`config.mk`:
```
export PLATFORM = sky130hd
export DESIGN_NAME = caixa_agua_planta
export DESIGN_NICKNAME = d
export VERILOG_FILES = /design/src/rtl/caixa_pkg.sv /design/src/rtl/caixa_agua_planta_tick_gen.sv /design/src/rtl/caixa_agua_planta.sv
export SDC_FILE = /design/constraint.sdc
export NUM_CORES = 1
export LEC_CHECK = 0
export BUFFER_PORTS_ARGS = -buffer_cell sky130_fd_sc_hd__buf_2
export CAP_MARGIN = 0
export CELL_PAD_IN_SITES_DETAIL_PLACEMENT = 1
export CELL_PAD_IN_SITES_GLOBAL_PLACEMENT = 1
export CORE_ASPECT_RATIO = 0.5
export CORE_MARGIN = 5
export CORE_UTILIZATION = 43
export DETAILED_ROUTE_END_ITERATION = 7
export GPL_ROUTABILITY_DRIVEN = 0
export PLACE_DENSITY = 0.84
export REMOVE_ABC_BUFFERS = 1
export SYNTH_ARGS = -nofsm -noshare
export SYNTH_HDL_FRONTEND = slang
export SYNTH_HIERARCHICAL = 1
export SYNTH_SLANG_ARGS = --single-unit
```
`constraint.sdc`:
```
create_clock -name clk -period 3.5 [get_ports clk]
set_input_delay 0.525 -clock clk [delete_from_list [all_inputs] [get_ports clk]]
set_output_delay 0.525 -clock clk [all_outputs]
set_load 0.05 [all_outputs]
```
`src/rtl/caixa_pkg.sv`:
```
// caixa_pkg: shared types and default constants for the water tank plant model
package caixa_pkg;
  typedef enum logic [1:0] {ESTAVEL, ENCHENDO, ESVAZIANDO, TRANSBORDO} estado_t;
  localparam logic [1:0] FALHA_NORMAL = 2'b00;
  localparam logic [1:0] FALHA_MEDIA0 = 2'b01;
  localparam logic [1:0] FALHA_ALTA1  = 2'b10;
  localparam logic [1:0] FALHA_TODOS0 = 2'b11;
  localparam int DEF_LEVEL_W    = 8;
  localparam int DEF_CAPACITY   = 100;
  localparam int DEF_INIT_LEVEL = 0;
  localparam int DEF_LOW_TH     = 20;
  localparam int DEF_MID_TH     = 50;
  localparam int DEF_HIGH_TH    = 80;
  localparam int DEF_FILL_RATE  = 4;
  localparam int DEF_DRIP_RATE  = 1;
  localparam int DEF_SPRAY_RATE = 3;
  localparam int DEF_TICK_DIV   = 10;
endpackage

```
`src/rtl/caixa_agua_planta_tick_gen.sv`:
```
// tick_gen: prescaler producing a one-clk tick every TICK_DIV cycles
module tick_gen #(
  parameter int TICK_DIV = 10
) (
  input  logic clk,
  input  logic rst_n,
  output logic tick
);
  localparam int CW = TICK_DIV > 1 ? $clog2(TICK_DIV) : 1;
  logic [CW-1:0] cnt_q, cnt_d;
  assign tick  = cnt_q == CW'(TICK_DIV - 1);
  assign cnt_d = tick ? '0 : cnt_q + 1'b1;
  always_ff @(posedge clk or negedge rst_n)
    if (!rst_n) cnt_q <= '0;
    else        cnt_q <= cnt_d;
endmodule

```
`src/rtl/caixa_agua_planta.sv`:
```
// caixa_agua_planta: behavioural tank/irrigation plant closing the controller loop.
// Define CAIXA_FALHA_SENSOR_EN to add falha_sel sensor fault injection.
module caixa_agua_planta
  import caixa_pkg::*;
#(
  parameter int LEVEL_W    = DEF_LEVEL_W,
  parameter int CAPACITY   = DEF_CAPACITY,
  parameter int INIT_LEVEL = DEF_INIT_LEVEL,
  parameter int LOW_TH     = DEF_LOW_TH,
  parameter int MID_TH     = DEF_MID_TH,
  parameter int HIGH_TH    = DEF_HIGH_TH,
  parameter int FILL_RATE  = DEF_FILL_RATE,
  parameter int DRIP_RATE  = DEF_DRIP_RATE,
  parameter int SPRAY_RATE = DEF_SPRAY_RATE,
  parameter int TICK_DIV   = DEF_TICK_DIV
) (
  input  logic               clk,
  input  logic               rst_n,
  input  logic               Ve,
  input  logic               Gotejamento,
  input  logic               Aspersao,
`ifdef CAIXA_FALHA_SENSOR_EN
  input  logic [1:0]         falha_sel,
`endif
  output logic               Alta,
  output logic               Media,
  output logic               Baixa,
  output logic [LEVEL_W-1:0] nivel,
  output logic [1:0]         estado,
  output logic               transbordo,
  output logic               seco
);
  localparam int NW = LEVEL_W + 2;
  if (!(LOW_TH <= MID_TH && MID_TH <= HIGH_TH && HIGH_TH <= CAPACITY &&
        CAPACITY < (1 << LEVEL_W) && INIT_LEVEL <= CAPACITY)) begin : g_bad_params
    $error("caixa_agua_planta: illegal threshold/capacity parameters");
  end
  logic tick;
  tick_gen #(.TICK_DIV(TICK_DIV)) u_tick (.clk(clk), .rst_n(rst_n), .tick(tick));
  logic [LEVEL_W-1:0] level_q, level_d;
  estado_t            estado_q, estado_d;
  logic               transbordo_q, transbordo_d, seco_q, seco_d;
  logic [2:0]         sens_q, sens_d, raw;
  logic signed [NW-1:0] add, sub, nxt;
  logic over, under;
  assign add   = Ve ? NW'(FILL_RATE) : '0;
  assign sub   = (Gotejamento ? NW'(DRIP_RATE) : '0) + (Aspersao ? NW'(SPRAY_RATE) : '0);
  assign nxt   = $signed({2'b00, level_q}) + add - sub;
  assign over  = nxt > $signed(NW'(CAPACITY));
  assign under = nxt < 0;
  // sensors sample the level register, giving one clk of latency
  assign raw   = {level_q >= LEVEL_W'(HIGH_TH), level_q >= LEVEL_W'(MID_TH), level_q >= LEVEL_W'(LOW_TH)};
  always_comb begin
    level_d      = !tick ? level_q : over ? LEVEL_W'(CAPACITY) : under ? '0 : nxt[LEVEL_W-1:0];
    estado_d     = !tick ? estado_q : over ? TRANSBORDO : under ? ESTAVEL :
                   add > sub ? ENCHENDO : add < sub ? ESVAZIANDO : ESTAVEL;
    transbordo_d = tick & over;
    seco_d       = tick & under;
`ifdef CAIXA_FALHA_SENSOR_EN
    sens_d = falha_sel == FALHA_MEDIA0 ? {raw[2], 1'b0, raw[0]} :
             falha_sel == FALHA_ALTA1  ? {1'b1, raw[1:0]} :
             falha_sel == FALHA_TODOS0 ? 3'b000 : raw;
`else
    sens_d = raw;
`endif
  end
  always_ff @(posedge clk or negedge rst_n)
    if (!rst_n) begin
      level_q      <= LEVEL_W'(INIT_LEVEL);
      estado_q     <= ESTAVEL;
      transbordo_q <= 1'b0;
      seco_q       <= 1'b0;
      sens_q       <= '0;
    end else begin
      level_q      <= level_d;
      estado_q     <= estado_d;
      transbordo_q <= transbordo_d;
      seco_q       <= seco_d;
      sens_q       <= sens_d;
    end
  assign {Alta, Media, Baixa} = sens_q;
  assign nivel      = level_q;
  assign estado     = estado_q;
  assign transbordo = transbordo_q;
  assign seco       = seco_q;
endmodule

```
==> After elaboration in Yosys (flattened, before gate mapping) <==
Cells that the tools add are included.
{ "op_classes": {"addsub": 4, "n_lt_le_gt_ge": 7, "n_eq_ne": 1, "mux": 10, "n_bitwise": 2} }
{ "op_table": {"columns": ["operator", "count"], "rows": [
  ["8-bit 2-to-1 mux", 2],
  ["10-bit by 8-bit greater-than comparator with 1-bit output (second input constant)", 1],
  ["10-bit by 1-bit < comparator with 1-bit output (second input constant)", 1],
  ["2-bit 2-to-1 mux", 5],
  ["9-bit by 3-bit subtractor with 10-bit output", 1],
  ["8-bit by 3-bit adder with 9-bit output", 1],
  ["8-bit by 5-bit >= comparator with 1-bit output (second input constant)", 1],
  ["8-bit by 6-bit >= comparator with 1-bit output (second input constant)", 1],
  ["8-bit by 7-bit >= comparator with 1-bit output (second input constant)", 1],
  ["4-bit by 1-bit adder with 4-bit output (second input constant)", 1],
  ["4-bit == test (second input constant)", 1],
  ["4-bit 2-to-1 mux", 1],
  ["1-bit by 2-bit adder with 3-bit output", 1],
  ["3-bit greater-than comparator", 1],
  ["3-bit < comparator", 1],
  ["3-bit 2-to-1 mux", 1],
  ["1-bit AND", 2],
  ["1-bit 2-to-1 mux", 1]
]} }
{ "totals": {"ff_bits": 19, "in_bits": 5, "output_inout_bits": 15} }

==> Longest topological paths before layout <==
{ "depth": {"depth_word": 7, "depth_mapped": 13, "depth_no_buf": 13} }

==> Hierarchy <==
The synthesis kept the hierarchy.
{ "modules_own_cells": {"columns": ["mod", "instances", "cells_per_inst", "area_each_um2"], "rows": [
  ["caixa_agua_planta", 1, 115, 1152.4],
  ["tick_gen", 1, 15, 171.4]
]} }

==> Least setup slack after synthesis <==
OpenSTA, ideal clock, no wires.
{ "synth_path": {"path_kind": "reg-to-reg", "start": "register level_q[2], in the netlist nivel[2]", "end": "register estado_q[0], in the netlist estado[0]", "setup_time_ps": 130, "arrival_ps": 2824, "required_ps": 3370, "setup_slack_ps": 546, "path_stages_with_launch": 8, "path_buffers": 0, "synth_period_minus_slack_ps": 2954, "path_cell_list": "dfrtp_1 fa_1 ha_1 a211oi_1 o311a_4 or4b_4 a311oi_2 o21ai_1"} }
{ "synth_between": {"elab_chain_len": 5, "word_cells_on_any_way": 6, "classes_between": "add/sub (2); order compare (2); mux (2)"} }
{ "synth_lines": {"columns": ["element", "line_no", "text"], "rows": [
  ["start: declaration", "caixa_agua_planta.sv:40", "logic [LEVEL_W-1:0] level_q, level_d;"],
  ["start signal: assignment", "caixa_agua_planta.sv:69", "level_q <= LEVEL_W'(INIT_LEVEL);"],
  ["start signal: assignment", "caixa_agua_planta.sv:75", "level_q <= level_d;"],
  ["8-bit by 3-bit adder with 9-bit output *", "caixa_agua_planta.sv:48", "assign nxt = $signed({2'b00, level_q}) + add - sub;"],
  ["9-bit by 3-bit subtractor with 10-bit output *", "caixa_agua_planta.sv:48", null],
  ["10-bit by 1-bit < comparator with 1-bit output", "caixa_agua_planta.sv:50", "assign under = nxt < 0;"],
  ["2-bit 2-to-1 mux", "caixa_agua_planta.sv:55", "estado_d = !tick ? estado_q : over ? TRANSBORDO : under ? ESTAVEL :"],
  ["2-bit 2-to-1 mux *", "caixa_agua_planta.sv:55", null],
  ["end signal: assignment", "caixa_agua_planta.sv:76", "estado_q <= estado_d;"],
  ["end: declaration", "caixa_agua_planta.sv:41", "estado_t estado_q, estado_d;"]
]} }
Mark *: on every way between the ends. The rest lies on a longest branch, timed or not.
A chain may end at the register's enable or synchronous reset.

==> Worst setup path after layout <==
{ "layout_path": {"start": "input port Gotejamento", "end": "register level_q[2], in the netlist nivel[2]"} }
{ "layout_between": {"elab_chain_len": 6, "word_cells_on_any_way": 7, "classes_between": "add/sub (2); order compare (2); mux (3)"} }
{ "layout_lines": {"columns": ["element", "line_no", "text"], "rows": [
  ["start: declaration", "caixa_agua_planta.sv:20", "input logic Gotejamento,"],
  ["1-bit 2-to-1 mux *", "caixa_agua_planta.sv:47", "assign sub = (Gotejamento ? NW'(DRIP_RATE) : '0) + (Aspersao ? NW'(SPRAY_RATE) : '0);"],
  ["1-bit by 2-bit adder with 3-bit output *", "caixa_agua_planta.sv:47", null],
  ["9-bit by 3-bit subtractor with 10-bit output *", "caixa_agua_planta.sv:48", null],
  ["10-bit by 1-bit < comparator with 1-bit output", "caixa_agua_planta.sv:50", null],
  ["8-bit 2-to-1 mux", "caixa_agua_planta.sv:54", "level_d = !tick ? level_q : over ? LEVEL_W'(CAPACITY) : under ? '0 : nxt[LEVEL_W-1:0];"],
  ["8-bit 2-to-1 mux *", "caixa_agua_planta.sv:54", null]
]} }
Marks and branches as above.

==> impl_metrics.toml <==
[synthesis]
yosys.area_share.xor_xnor_pct = 4.631
adder_and_majority_gate_portion_of_the_synthesized_area_pct = 19.09
yosys.area.top_type_share_pct = 35.92
combinational_family_with_the_most_area_after_synthesis = "adder cells"
post_synth_main_area_contributors = "dfrtp_1 (36%), ha_1 (16%), inv_1 (5.4%)"
synth.area.mux_share_pct = 1.701
synthesis.instances = 130
yosysSeqAreaShare_pct = 35.92
synth.largest_area_cell = "dfrtp_1"
ys_ff_latch = 19
postSynthAreaPerCell_sq_um = 10.18
post_synth_and_or_nand_nor_area_fraction_pct = 15.03
synth.lib_cells_used.distinct = 41
ys.warnings.count = 6
post_synth_instance_area_sq_mm = 0.001324
synth-compound-area-share_pct = 17.96

[drt]
antenna_violating_nets_post_route = 0
vias = 1083
detail_route.drc_violations = 0
via_per_inst = 5.554
drt_iter0_drc = 69
drt_wl_total_mm = 3.507
detail_route.wl_per_cell_um = 17.98
firstDrtPassIters = 4

[clocking]
holdBufCountCts = 0
cts_tree = "yes"
cts_repair_resized_insts = 0
clk_latency_ns = 0.27
cts.clk_slew.worst_paths_ns = 0.08
h_tree_lvls = 1
cts.root.buffer_cell = "clkbuf_8"
setup_fix_bufs_post_cts = 0
cts_sinks = 19
tritoncts.num_buffers = 3
cts-root-to-sink-buffers = 2

[placement]
place.detailed.instances = 191
port_buffers = 19
post-place-ws_ns = 0.1692
detailedPlacementHpwl_mm = 2.653

[die]
ios = 20
die_area_sq_mm = 0.004356
die_height_um = 49.24
initial_core_util_pct = 44.45
rows = 14
core_area_sq_mm = 0.002978
floorplan.die.width_um = 88.47

[setup_path]
crit_path_end_kind = "register"
worst_ep_required_time_ns = 3.69
criticalPathCategory = "primary input to register"
critical_path_arrival_ns = 3.37
critPathLaunchType = "primary input"
critical_path_peak_fanout = 4

[sta]
setup_tns_ns = 0
final.setup.worst_slack_ns = 0.3238
pin_slew_with_the_least_headroom_to_its_limit_ns = 0.5810
min_period_ns = 3.176
report.final.slew_viol_count = 0
setup_violations = 0
relSlewSlack_pct = 61.01
timing.final.crit_share_pct = 90.75
unrepaired_setup_endpoints_after_global_routing = "no"
fin_skew_ns = 0.003984
fmax_ghz = 0.3148
report.final.hold_viol_count = 0

[global_routing]
gr-total-overflow = 0
global_route_wire_length_before_repair_mm = 6.161
number_of_antenna_violations_at_the_first_check_in_global_routing = 0
grt_start_max_net_pins = 20
first_global_vias = 1215
grt.total_usage_pct = 18.25

[layout]
layout.nets = 180
fraction_of_layout_instances_using_a_drive_strength_above_1_pct = 26.45
top_library_cells_by_usage_in_the_layout_fill_and_taps_aside = "inv_1 (19), dfrtp_1 (19), buf_2 (19)"
finalNonFillerCells = 195
antennaDiodeCount = 0
final_util_pct = 51.51
layout-area-overhead-vs-synth_pct = 15.88

[outcome]
status = "complete, no violations"

[power]
power.ir.vdd_worst_mv = 0.4689
total_leakage_power_nw = 0.7520
pwr_density_mw_per_mm2 = 1046

[flow_run]
drv_cap = 0

[hold_path]
timing.hold.worst.class = "primary input to asynchronous set/reset pin"
final timing paths:
path	startpoint	end	slack [ns]	depth (start not counted)
setup reg to reg	nivel[2]	nivel[2]	0.41	9
setup / recovery	Gotejamento	nivel[2]	0.32	12
hold reg to reg	u_tick/cnt_q[0]	u_tick/cnt_q[0]	0.51	1
max in group asynchronous	rst_n	u_tick/cnt_q[3]	3.00	1
min in group clk	u_tick/cnt_q[0]	u_tick/cnt_q[0]	0.51	1
hold / removal	rst_n	nivel[0]	0.19	1
cell usage after synthesis (all sizes together):
master  number
o211ai       1
nor2         6
a21boi       1
or4b         1
dfrtp       19
nand3        4
a221o        1
o22ai        2
nand2b       2
clkbuf       1
o21ai        6
ha          17
a31oi        1
o311ai       1
or2          1
nor3b        1
o21bai       2
nor3         1
nor2b        4
o31ai        1
inv         19
a311oi       2
xor2         2
or3          1
o32ai        4
and3         3
mux2         2
a211oi       1
nand4        1
xnor2        5
o311a        1
nand2        8
fa           2
a21oi        6
logic make-up (layout without fill, tap and decap cells):
kind of cell / Yosys count / after routing
AO/OA/AOI/OAI: 30 / 30
XOR/XNOR: 7 / 7
adder cells (fa/ha/maj): 19 / 19
buffers and inverters: 20 / 45
flip-flops: 19 / 19
multiplexers: 2 / 2
AND/OR/NAND/NOR: 33 / 33
critical path, stage by stage:
cell and delay [ns]:
buf_2 0.11, ha_1 0.18, inv_1 0.09, fa_1 0.48, ha_1 0.33, a211oi_1 0.34, o311a_4 0.26, xor2_1 0.10
a311oi_1 0.54, buf_4 0.21, a311oi_2 0.05, o21ai_1 0.17
final cells by class:
type | count | area [sq um]
inverter | 19 | 71.32
clock buffer | 3 | 41.29
sequential | 19 | 475.5
tap | 40 | 50.05
timing repair buffer | 22 | 117.6
clock inverter | 1 | 5.005
multi-input combinational | 91 | 773.2
fill | 354 | 1444
layer usage:
layer | GRT usage [%] | vias up | wire (um)
li1 | - | 507 | -
met1 | 23.57 | 541 | 1587
met2 | 30.52 | 25 | 1693
met3 | 3.204 | 10 | 141
met4 | 6.281 | 0 | 84
met5 | 0 | - | 0
per-stage QoR:
stage | hold slack, ns | instance area, sq um | power, mW
2_1_floorplan | 0.2294 | 1320 | 1.124
3_3_place_gp | 0.4843 | 1488 | 1.379
3_5_place_dp | 0.4915 | 1488 | 1.408
4_1_cts | 0.2050 | 1534 | 1.604
5_1_grt | 0.2349 | 1534 | 1.714
6_report | 0.1879 | 1534 | 1.604
report_power, final:
part	switching, mW	internal [mW]	total, mW
clock network	0.0821	0.0795	0.162
registers	0.0395	0.283	0.322
logic	0.706	0.414	1.12
total	0.827	0.776	1.60
sequential cells by signal, summed over array words and instances (netlist names):
name	cells
nivel	8
transbordo	1
u_tick/cnt_q	4
seco	1
estado	2
sens_q	3
(Power assumes the default switching activity.)
